===== src/rtl/dot_acc_i16.sv =====
// Signed 16-bit product accumulator producing saturated dot-product results.
// One result register with ready/valid handoff; results arriving while it is occupied are dropped.
module dot_acc_i16 #(
    parameter int abits  = 24,
    parameter int maxlen = 16
) (
    input  logic             i_clk,
    input  logic             i_nrst,
    input  logic             i_ena,
    input  logic [15:0]      i_res,
    input  logic             i_last,
    input  logic             i_ready,
    output logic             o_valid,
    output logic [abits-1:0] o_sum,
    output logic             o_sat,
    output logic [7:0]       o_cnt,
    output logic             o_drop
);

    // state | meaning
    // IDLE  | accumulator empty, count 0
    // ACCUM | at least one product held in acc
    typedef enum logic {IDLE, ACCUM} state_t;

    state_t           state, state_nx;
    logic [abits-1:0] acc, acc_nx;
    logic [7:0]       cnt, cnt_nx;
    logic             sat_flag, sat_nx;

    logic [abits-1:0] prod_ext;
    logic [abits-1:0] base;
    logic [abits:0]   sum_wide;
    logic             ovf;
    logic [abits-1:0] sum_clamp;
    logic             sat_evt;
    logic [7:0]       cnt_inc;
    logic             closing;
    logic             out_busy;
    logic             load_out;
    logic             drop_evt;

    localparam logic [abits-1:0] SUM_MAX = {1'b0, {(abits-1){1'b1}}};
    localparam logic [abits-1:0] SUM_MIN = {1'b1, {(abits-1){1'b0}}};

    // Single abits+1 adder; the extra bit exposes overflow for the clamp.
    always_comb begin
        prod_ext  = {{(abits-16){i_res[15]}}, i_res};
        base      = (state == ACCUM) ? acc : '0;
        sum_wide  = {base[abits-1], base} + {prod_ext[abits-1], prod_ext};
        ovf       = sum_wide[abits] != sum_wide[abits-1];
        if (ovf) begin
            sum_clamp = sum_wide[abits] ? SUM_MIN : SUM_MAX;
        end else begin
            sum_clamp = sum_wide[abits-1:0];
        end
        sat_evt   = ((state == ACCUM) && sat_flag) || ovf;
        cnt_inc   = cnt + 8'd1;
        closing   = i_ena && (i_last || (cnt_inc == 8'(maxlen)));
        out_busy  = o_valid && !i_ready;
        load_out  = closing && !out_busy;
        drop_evt  = closing && out_busy;
    end

    always_comb begin
        state_nx = state;
        acc_nx   = acc;
        cnt_nx   = cnt;
        sat_nx   = sat_flag;
        case (state)
            IDLE, ACCUM: begin
                if (closing) begin
                    state_nx = IDLE;
                    acc_nx   = '0;
                    cnt_nx   = 8'd0;
                    sat_nx   = 1'b0;
                end else if (i_ena) begin
                    state_nx = ACCUM;
                    acc_nx   = sum_clamp;
                    cnt_nx   = cnt_inc;
                    sat_nx   = sat_evt;
                end
            end
            default: state_nx = IDLE;
        endcase
    end

    always_ff @(posedge i_clk) begin
        if (!i_nrst) begin
            state    <= IDLE;
            acc      <= '0;
            cnt      <= 8'd0;
            sat_flag <= 1'b0;
        end else begin
            state    <= state_nx;
            acc      <= acc_nx;
            cnt      <= cnt_nx;
            sat_flag <= sat_nx;
        end
    end

    // A new result may replace the old one on the same edge it is accepted.
    always_ff @(posedge i_clk) begin
        if (!i_nrst) begin
            o_valid <= 1'b0;
            o_sum   <= '0;
            o_sat   <= 1'b0;
            o_cnt   <= 8'd0;
            o_drop  <= 1'b0;
        end else begin
            if (load_out) begin
                o_valid <= 1'b1;
                o_sum   <= sum_clamp;
                o_sat   <= sat_evt;
                o_cnt   <= cnt_inc;
            end else if (o_valid && i_ready) begin
                o_valid <= 1'b0;
            end
            if (drop_evt) begin
                o_drop <= 1'b1;
            end
        end
    end

endmodule


===== config.mk =====
export PLATFORM = sky130hd
export DESIGN_NAME = dot_acc_i16
export DESIGN_NICKNAME = d
export VERILOG_FILES = /design/src/rtl/dot_acc_i16.sv
export SDC_FILE = /design/constraint.sdc
export NUM_CORES = 1
export LEC_CHECK = 0
export BUFFER_PORTS_ARGS = -buffer_cell sky130_fd_sc_hd__buf_2
export CORE_ASPECT_RATIO = 0.8
export CORE_MARGIN = 2
export CORE_UTILIZATION = 63
export DETAILED_ROUTE_END_ITERATION = 7
export PLACE_DENSITY_LB_ADDON = 0.08
export SLEW_MARGIN = 0
export SYNTH_ARGS = -nofsm -noshare
export SYNTH_HDL_FRONTEND = slang
export SYNTH_SLANG_ARGS = --single-unit
export TNS_END_PERCENT = 10

===== constraint.sdc =====
create_clock -name i_clk -period 5.53 [get_ports i_clk]
set_input_delay 0.8295 -clock i_clk [delete_from_list [all_inputs] [get_ports i_clk]]
set_output_delay 0.8295 -clock i_clk [all_outputs]
set_load 0.005 [all_outputs]

==> flow_summary.ini <==
[run_status]
status = finished clean

[setup_path]
crit_path_end_kind = register
startpoint_type = register
worstPathRequired_ns = 5.80
crit_fanout = 20
worstPathArrival_ns = 3.91
critPathKind = register to register

[floorplanning]
die_area_mm2 = 0.00772
core_area_mm2 = 0.00686
boundaryPins = 56
row_count = 27
start_util_pct = 64.5
die_y_um = 79.0
die_w_um = 97.7

[finish]
multi_input_area_mm2 = 0.00288
area_growth_pct = 10.5
diodes = 0
register_area_mm2 = 0.00138
drive_gt1_share_pct = 18.4
fill_cells = 577
nets = 608

[drt]
vias = 4088
ant_nets = 0
first_iter_violations = 281
wl_mm = 11.3
drc = 0
routed-wl-met3_um = 854
wl_per_cell_um = 17.3
topRoutingLayerUsed = met4
firstDrtPassIters = 5
wl_met2_mm = 4.99
viasPerCell = 6.26
drt-met1-wl_mm = 5.30

[timing]
setup_slack_ns = 1.89
period_share_pct = 65.8
drv_slew = 0
hold_viol = 0
holdWs_ns = 0.455
rsz0062_at_grt = no
tns_ns = 0
maxClockFrequency_ghz = 0.275
skew_ns = 0.00987
slew_headroom_pct = 29.5
setup_viol = 0
worst_slew_pin_slew_ns = 1.06
min_period_ns = 3.64

[clock_tree]
ctsResizeCount = 0
cts.sink_count = 69
htreeDepth = 3
clock_latency_ns = 0.35
cts_tree = built
cts_max_path_buffers = 2
cts.reportedPaths.clkPinSlew_ns = 0.08
numCtsBuffers = 9
cts_hold_buf = 0
cts_setup_buffers = 0
clockRootBuffer = clkbuf_8

[synth]
synthDistinctLibCells = 68
synth_edf_count = 0
yosysSeqAreaShare_pct = 31.2
ys_warn_count = 0
synth_top_cell_by_area = dfxtp_1
synth-main-ff-cell = dfxtp_1
synthTopCellsByArea = dfxtp_1 31%, nand2_1 7.1%, ha_1 7.1%
netlist.area_leader.share_pct = 31.2
synth_most_common_cell = nand2_1
syn_nets = 566
async_reset_ff_share_pct = 0
synth-seq-cells = 69
synth_area_mm2 = 0.00443
syn_inst = 519
syn_avg_cell_area_um2 = 8.53
synthTopCellsByCount = 84 x nand2_1, 69 x dfxtp_1, 30 x nor2_1, 28 x o21ai_0, 27 x and2_1

[placement]
gp_congestion = 0.957
dp_hpwl_mm = 8.08
portBuffers = 55
dp_slack_ns = 1.85

[power_and_ir_drop]
cellPowerDensity_mw_per_mm2 = 237
leakage_uw = 0.00211
ir_worst_vdd_mv = 0.196

[grt]
antenna_found_initial = 0
grt_max_degree = 26
grt_pass1_vias = 3683
grt_first_pass_wirelength_mm = 18.3
grt_overflow = 0
grt_use_total_pct = 29.5

[worst_hold_path]
hold_path_class = register to register

[job]
drv_cap = 0
==> path summary, 6_finish.rpt <==
path	startpoint	end	slack, ns	cells past startpoint
setup / recovery	state	acc[0]	1.89	10
hold / removal	o_sum[22]	o_sum[22]	0.46	2
setup reg to reg	state	acc[0]	1.89	10
hold reg to reg	o_sum[22]	o_sum[22]	0.46	2
==> final cells by class <==
| cell class | count | area share (%) |
|---|---|---|
| clock buffers | 10 | 2.61 |
| clock inverters | 6 | 0.972 |
| inverters | 11 | 0.844 |
| multi-input cells | 411 | 58.9 |
| flip-flops and latches | 69 | 28.2 |
| well taps | 87 | 2.23 |
| repair buffers | 59 | 6.24 |
==> metal layers <==
metal  vias up  track usage [%]
met5         -                0
met4         0             8.75
li1       1988                -
met2       172             46.6
met1      1913             41.4
met3        15             5.81
==> stage by stage <==
step	instance area (µm²)	std cells	util, %	total power, µW
after detailed placement	4710	637	68.7	789
final	4890	653	71.3	1160
after global placement	4710	637	68.7	784
after global routing	4890	653	71.3	1210
after floorplan	4430	519	-	720
after CTS	4890	653	71.3	1160
==> cells by family after synthesis <==
kind of cell / after synthesis / synth area share, %
mux: 3 / 0.679
compound gates: 146 / 27.6
buf+inv: 39 / 3.82
simple gates: 208 / 23.4
fa+ha+maj: 26 / 7.52
flops: 69 / 31.2
xor+xnor: 28 / 5.85
==> sequential cells by signal, indices dropped and copies added (netlist names) <==
signal    cells
o_valid       1
o_cnt         8
cnt           8
acc          24
sat_flag      1
o_drop        1
o_sum        24
o_sat         1
state         1
==> power breakdown <==
group	internal [µW]	switching, µW
clock network	167	211
logic	91.3	139
registers	533	19.2
total	791	369
==> cell usage in the layout (no fill, tap or decap), types with 8 or more instances in the layout <==
cell type  instances
o21ai_0           28
o211ai_1          18
inv_1             11
a21oi_1           19
and2_1            27
nand3_1           17
nor2_1            30
xnor2_1           13
xor2_1            14
o221ai_1           8
buf_2             55
a211oi_1           9
nand2_1           84
clkbuf_8           9
ha_1              25
dfxtp_1           69
==> worst max-delay path, stage by stage, from the launching register on <==
cell and delay [ns]:
dfxtp_1 0.48, buf_4 0.30, and2_1 0.17, ha_1 0.30
a21oi_1 0.21, o21ai_1 0.14, a311o_1 0.45, o211a_4 0.32
o21ai_0 0.37, nand4b_2 0.53, o211ai_1 0.28
Note: power is estimated with default switching activity, not from simulation.
